File: config.mk
export PLATFORM = sky130hd
export DESIGN_NAME = fifo_param
export DESIGN_NICKNAME = d
export VERILOG_FILES = /design/src/rtl/fifo_param.sv
export SDC_FILE = /design/constraint.sdc
export NUM_CORES = 1
export LEC_CHECK = 0
export CAP_MARGIN = 20
export CORE_ASPECT_RATIO = 0.8
export CORE_MARGIN = 3
export CORE_UTILIZATION = 40
export DETAILED_ROUTE_END_ITERATION = 7
export GPL_ROUTABILITY_DRIVEN = 0
export PLACE_DENSITY = 0.72
export REMOVE_ABC_BUFFERS = 1
export SYNTH_ARGS = -nofsm -noshare
export SYNTH_HDL_FRONTEND = slang
export SYNTH_SLANG_ARGS = --single-unit
File: constraint.sdc
create_clock -name clk -period 8.93 [get_ports clk]
set_input_delay 1.786 -clock clk [delete_from_list [all_inputs] [get_ports clk]]
set_output_delay 1.786 -clock clk [all_outputs]
set_load 0.05 [all_outputs]
File: src/rtl/fifo_param.sv
// fifo_param
// Parametrised single-clock FIFO with a registered read port, run-time
// almost-full / almost-empty thresholds, a sticky overflow/underflow error
// and a hysteretic pause request for the upstream producer.
//
// Ports:
//   clk              - single clock, all state changes on the rising edge
//   reset_L          - asynchronous active-low reset
//   write / read     - push / pop requests
//   buff_in          - push data (DATA_SIZE bits)
//   umb_almost_full  - almost-full flag and pause-set threshold (count)
//   umb_almost_empty - almost-empty flag and pause-clear threshold (count)
//   err_clr          - clears the sticky error flag
//   buff_out         - registered pop data, loads only on an accepted read
//   valid_out        - buff_out was updated by the last edge
//   data_count       - number of stored words, 0..DEPTH
//   fifo_full, fifo_empty, almost_full, almost_empty - status flags
//   pause            - registered flow-control request (hysteretic)
//   error            - sticky overflow/underflow indicator

module fifo_param #(
  parameter int DATA_SIZE = 4,
  parameter int ADDR_SIZE = 3
) (
  input  logic                 clk,
  input  logic                 reset_L,
  input  logic                 write,
  input  logic                 read,
  input  logic [DATA_SIZE-1:0] buff_in,
  input  logic [ADDR_SIZE:0]   umb_almost_full,
  input  logic [ADDR_SIZE:0]   umb_almost_empty,
  input  logic                 err_clr,
  output logic [DATA_SIZE-1:0] buff_out,
  output logic                 valid_out,
  output logic [ADDR_SIZE:0]   data_count,
  output logic                 fifo_full,
  output logic                 fifo_empty,
  output logic                 almost_full,
  output logic                 almost_empty,
  output logic                 pause,
  output logic                 error
);

  localparam int DEPTH = 2 ** ADDR_SIZE;
  localparam logic [ADDR_SIZE:0] FULL_COUNT = {1'b1, {ADDR_SIZE{1'b0}}};

  typedef enum logic {
    IDLE   = 1'b0,
    PAUSED = 1'b1
  } pause_state_t;

  logic [DATA_SIZE-1:0] mem [DEPTH];
  logic [ADDR_SIZE-1:0] wr_ptr;
  logic [ADDR_SIZE-1:0] rd_ptr;
  logic [ADDR_SIZE:0]   next_count;
  logic                 rd_ok;
  logic                 wr_ok;
  logic                 overflow;
  logic                 underflow;
  pause_state_t         pause_state;
  pause_state_t         pause_next;

  // Status flags are pure functions of the current occupancy and thresholds,
  // so a threshold change is visible in the same cycle.
  assign fifo_full    = (data_count == FULL_COUNT);
  assign fifo_empty   = (data_count == '0);
  assign almost_full  = (data_count >= umb_almost_full);
  assign almost_empty = (data_count <= umb_almost_empty);

  // A read on full frees a slot in the same edge, so a write alongside it is
  // still accepted. A read on empty is always rejected, even with a write.
  assign rd_ok     = read && !fifo_empty;
  assign wr_ok     = write && (!fifo_full || rd_ok);
  assign overflow  = write && fifo_full && !read;
  assign underflow = read && fifo_empty;

  // Occupancy after this edge; shared by the count register and the pause
  // evaluation so pause reacts in the same cycle the count crosses a threshold.
  always_comb begin
    next_count = data_count;
    case ({wr_ok, rd_ok})
      2'b10:   next_count = data_count + (ADDR_SIZE+1)'(1);
      2'b01:   next_count = data_count - (ADDR_SIZE+1)'(1);
      default: next_count = data_count;
    endcase
  end

  // Pause hysteresis: set at or above the almost-full threshold, release at
  // or below the almost-empty threshold. Testing the set condition first makes
  // PAUSED win when the thresholds overlap.
  always_comb begin
    pause_next = pause_state;
    if (next_count >= umb_almost_full) begin
      pause_next = PAUSED;
    end else if (next_count <= umb_almost_empty) begin
      pause_next = IDLE;
    end
  end

  assign pause = (pause_state == PAUSED);

  // Storage array is deliberately not reset; buff_out only ever loads from a
  // slot that was written, so stale contents never leak out.
  always_ff @(posedge clk) begin
    if (wr_ok) begin
      mem[wr_ptr] <= buff_in;
    end
  end

  // Pointers, count, read port, error and pause state. Pointers are exactly
  // ADDR_SIZE bits so they wrap DEPTH-1 -> 0 without extra logic.
  always_ff @(posedge clk or negedge reset_L) begin
    if (!reset_L) begin
      wr_ptr      <= '0;
      rd_ptr      <= '0;
      data_count  <= '0;
      buff_out    <= '0;
      valid_out   <= 1'b0;
      error       <= 1'b0;
      pause_state <= IDLE;
    end else begin
      data_count  <= next_count;
      valid_out   <= rd_ok;
      pause_state <= pause_next;
      if (wr_ok) begin
        wr_ptr <= wr_ptr + ADDR_SIZE'(1);
      end
      if (rd_ok) begin
        buff_out <= mem[rd_ptr];
        rd_ptr   <= rd_ptr + ADDR_SIZE'(1);
      end
      // A new error in the same cycle as err_clr keeps the flag set.
      if (overflow || underflow) begin
        error <= 1'b1;
      end else if (err_clr) begin
        error <= 1'b0;
      end
    end
  end

endmodule

======== After elaboration in Yosys (flattened, before gate mapping) ========
Memory sizes are Yosys's and may differ from the RTL's. A register that Yosys moved wholly into a read port is not among the register bits.
Index checks and enable logic that the tools add are counted.
word-level totals
  register bits ........................... 13
  RAM bits ................................ 32
  input bits .............................. 17
  output and inout port bits .............. 15
  word-level logic and storage cells ...... 39
  memories ................................ 1
operators by class
  $add $sub $neg .......................... 4
  order comparisons ....................... 4
  eq/ne operators ......................... 3
  multiplexer cells ....................... 7
  reduce and logical (&&, ||, !) cells .... 14
memories
  memory  words  bits a word  rd ports  clocked after memory_dff  write ports  RTL line  RTL
  mem     8      4            1         1                         1            52        logic [DATA_SIZE-1:0] mem [DEPTH];
operators by type and width
  cell                                                  number
  greater-or-equal comparator 4 bit                     2
  <= comparator 4 bit                                   2
  case mux 4 bit (2 select lines)                       1
  adder 3 x 1 -> 3 bit (second input constant)          2
  2-to-1 mux 1 bit                                      6
  logical AND 1 bit                                     5
  adder 4 x 1 -> 4 bit (second input constant)          1
  equality test 4 bit (second input constant)           1
  logical NOT 1 bit                                     4
  logical NOT 4 bit                                     1
  nonzero test 2 bit                                    2
  subtractor 4 x 1 -> 4 bit (second input constant)     1
  equality test 2 x 1 -> 1 bit (second input constant)  1
  equality test 2 bit (second input constant)           1
  logical OR 1 bit                                      2

======== Logic depth before layout (Yosys ltp) ========
  depth after elaboration ................. 10
  mapped depth ............................ 15
  gate-level depth less buffers ........... 13

======== Worst setup path before layout ========
OpenSTA, ideal clock, no wires.
  kind .................................... in2out
  start point ............................. input umb_almost_empty[1]
  end point ............................... output almost_empty
  arrival time ............................ 3.629 ns
  required time ........................... 7.144 ns
  path slack .............................. 3.515 ns
  stages .................................. 6
  buffers on the path ..................... 0
  path through ............................ inv_1 -> ha_1 -> nor2b_1 -> o21a_1 -> o21a_1 -> o21ai_0
on the way
  longest elaborated chain between the ends .. 1
RTL lines
  item                 RTL line  RTL
  from (decl)          31        input logic [ADDR_SIZE:0] umb_almost_empty,
  <= comparator 4 bit  68        assign almost_empty = (data_count <= umb_almost_empty);
  to (decl)            39        output logic almost_empty,
No other way between the ends.

======== Worst setup path after layout ========
Same ends and word-level chain as after synthesis.

==> results_dict.tcl <==
set metrics [dict create \
    drv_cap 0 \
    dieHeight_um 76.87 \
    p_leak_uw 0.001205 \
    cts.sinks 49 \
    grt_max_degree 19 \
    antenna_found_initial 0 \
    path_class "input pin to output pin" \
    insertion_delay_ns 0.30 \
    first_pass_iters 4 \
    overflow 0 \
    clk_pin_slew_ns 0.08 \
    ctsHoldBuffers 0 \
    endpoint_kind "output pin" \
    min_from "buff_out[3]$_DFFE_PN0N_" \
    required_ns 7.14 \
    peakVddDrop_mv 0.1010 \
    setup_viol_count_final 0 \
    slew_viol_final 0 \
    die_area_um2 7271 \
    numCtsBuffers 5 \
    min_path_cells 2 \
    critPathMaxStageDelay_ns 0.82 \
    synthCells 187 \
    p_int_uw 608.2 \
    seq_area_frac_synth 0.5521 \
    power_density_nw_per_um2 346.4 \
    io_buffer_count 31 \
    switching_share 0.4106 \
    drive_gt1_frac 0.08636 \
    synth.distinct_cells 36 \
    grt_pass1_vias 1402 \
    r2r_slack_ns 4.73 \
    start_util 0.4181 \
    arrival_ns 3.98 \
    htree_num_levels 2 \
    final_cell_mix "32 x edfxtp_1, 31 x clkdlybuf4s50_1, 20 x ha_1" \
    grt_usage 0.1311 \
    drt_iter0_markers 100 \
    placed_cells 293 \
    p_comb_frac 0.484 \
    finalWirelength_um 4394 \
    reg2reg_depth 12 \
    seqPwrFrac 0.366 \
    fin_nets 257 \
    skew_ns 0.004608 \
    fp.dieW_um 94.59 \
    netSwitchingPower_uw 423.7 \
    cts_setup_buffers 0 \
    core-area_um2 6006 \
    syn_to_final_growth_pct 18.63 \
    tightestPinTransition_ns 0.9848 \
    clockBufferDepth 2 \
    total_power_uw 1032 \
    status "completed" \
    timing.rr.end "pause$_DFFE_PN0P_" \
    slowest_stage "clkdlybuf4s50_1" \
    startpoint "umb_almost_empty[1]" \
    viasPerCell 4.914 \
    grt_setup_unrepaired "no" \
    row_count 25 \
    root_buffer "clkbuf_8" \
    vias 1479 \
    path_cells "clkdlybuf4s50_1 > inv_1 > ha_1 > nor2b_1 > o21a_1 > o21a_1 > o21ai_0 > clkdlybuf4s50_1" \
    fin_setup_tns_ns 0 \
    synth_seq_cells 49 \
    hp-class "flop to flop" \
    grt_first_pass_wirelength_um 7245 \
    yosys_warnings 0 \
    wl_per_cell_um 14.60 \
    worstReg2RegStart "data_count[1]$_DFF_PN0_" \
    postRouteAntennaNets 0 \
    crit_path_max_fanout 2 \
    min_period_over_period 0.6459 \
    cts_tree "done" \
    route.detailed.drc 0 \
    avgSynthCellArea_um2 13.43 \
    netlist_area_um2 2511 \
    slew_headroom 0.3435 \
    ioPinCount 32 \
    holdPathEnd "buff_out[3]$_DFFE_PN0N_" \
    hold_violations 0 \
    post_cts_resized 0 \
    nFillCells 537 \
    pwr-share-clk 0.150 \
    instances_no_fill 301 \
    n_antenna_cell 0 \
    dp_hpwl_um 3297 \
    post-route-min-period_ns 5.768 \
    mostFrequentLayoutCell "edfxtp_1" \
    startpoint_type "input pin" \
    fmax_mhz 173.4 \
]
[power groups by stage]
stage	registers (uW)	clock network (uW)	logic (uW)
final	378	155	499
after floorplan	446	0	288
after CTS	380	158	505
after detailed placement	383	0	503
after global routing	391	168	542
after global placement	381	0	493
[through the flow]
step                utilization  instance area (um2)  hold slack, ns  setup slack (ns)
finish                   0.4960                 2979          0.4896             3.162
global route             0.4960                 2979          0.5228             3.033
CTS                      0.4960                 2979          0.4958             3.151
detailed placement       0.4777                 2869          0.4743             3.144
global placement         0.4777                 2869          0.4621             3.166
floorplan                     -                 2457          0.5250             3.515
[worst max path at each step]
stage                         to  cells past startpoint
floorplan           almost_empty                      6
global placement    almost_empty                      8
detailed placement  almost_empty                      8
CTS                 almost_empty                      8
global route        almost_empty                      8
finish              almost_empty                      8
[logic make-up after synthesis]
| family | count (synthesis) | synth area share |
|---|---|---|
| flops | 49 | 0.5521 |
| mux | 24 | 0.1176 |
| simple gates | 43 | 0.08072 |
| fa+ha+maj | 21 | 0.1076 |
| buf+inv | 17 | 0.03786 |
| compound gates | 25 | 0.07624 |
| xor+xnor | 8 | 0.02790 |
[routing by layer]
layer,global-route usage,share of wire
met5,0,0
met4,0.03458,0.0080
met1,0.1931,0.50
met2,0.1933,0.45
met3,0.03235,0.040
[registers in the layout, indices dropped and copies added (netlist names)]
register,cells
buff_out,4
data_count,4
error,1
mem,32
pause,1
rd_ptr,3
valid_out,1
wr_ptr,3
[worst max-delay path, delay by kind of cell]
family                   cells  cell delay [ns]
AND/OR/NAND/NOR              1             0.13
buffers and inverters        3             1.32
adder cells (fa/ha/maj)      1             0.30
AO/OA/AOI/OAI                3             0.44
[Yosys cell counts]
library cell,n,area [um2]
nand4_1,2,12.51
o22ai_1,1,6.260
buf_4,1,7.510
buf_8,1,15.01
o21ai_0,5,25.02
nor2b_1,2,12.51
nand2b_1,5,31.28
dfrtp_1,17,425.4
mux4_2,4,90.09
nand2_1,16,60.06
a211o_1,2,17.52
nor4_1,1,6.260
edfxtp_1,32,960.9
o211ai_1,1,7.510
o21ai_1,1,5.000
nor3_1,4,20.02
buf_2,1,5.000
or2_2,1,6.260
xor2_1,2,17.52
o21ai_2,1,8.760
nand3_1,3,15.01
fa_1,1,20.02
ha_1,20,250.2
a31oi_4,1,21.27
mux2_2,4,45.04
o21a_1,3,22.52
or3_1,2,12.51
inv_1,11,41.29
buf_6,2,22.52
clkbuf_1,1,3.750
a21oi_1,4,20.02
a21o_1,5,37.54
nor2_1,7,26.28
o22ai_4,1,20.02
xnor2_1,6,52.55
mux2i_1,16,160.2
[final cells by class]
| class | instances | area [um2] | share of cell area |
|---|---|---|---|
| sequential | 49 | 1386 | 0.4654 |
| multi-input combinational | 121 | 1030 | 0.3457 |
| timing repair buffer | 31 | 310.3 | 0.1042 |
| tap | 81 | 101.3 | 0.03402 |
| clock buffer | 5 | 68.82 | 0.02310 |
| clock inverter | 3 | 41.29 | 0.01386 |
| inverter | 11 | 41.29 | 0.01386 |
(Power assumes the default switching activity.)
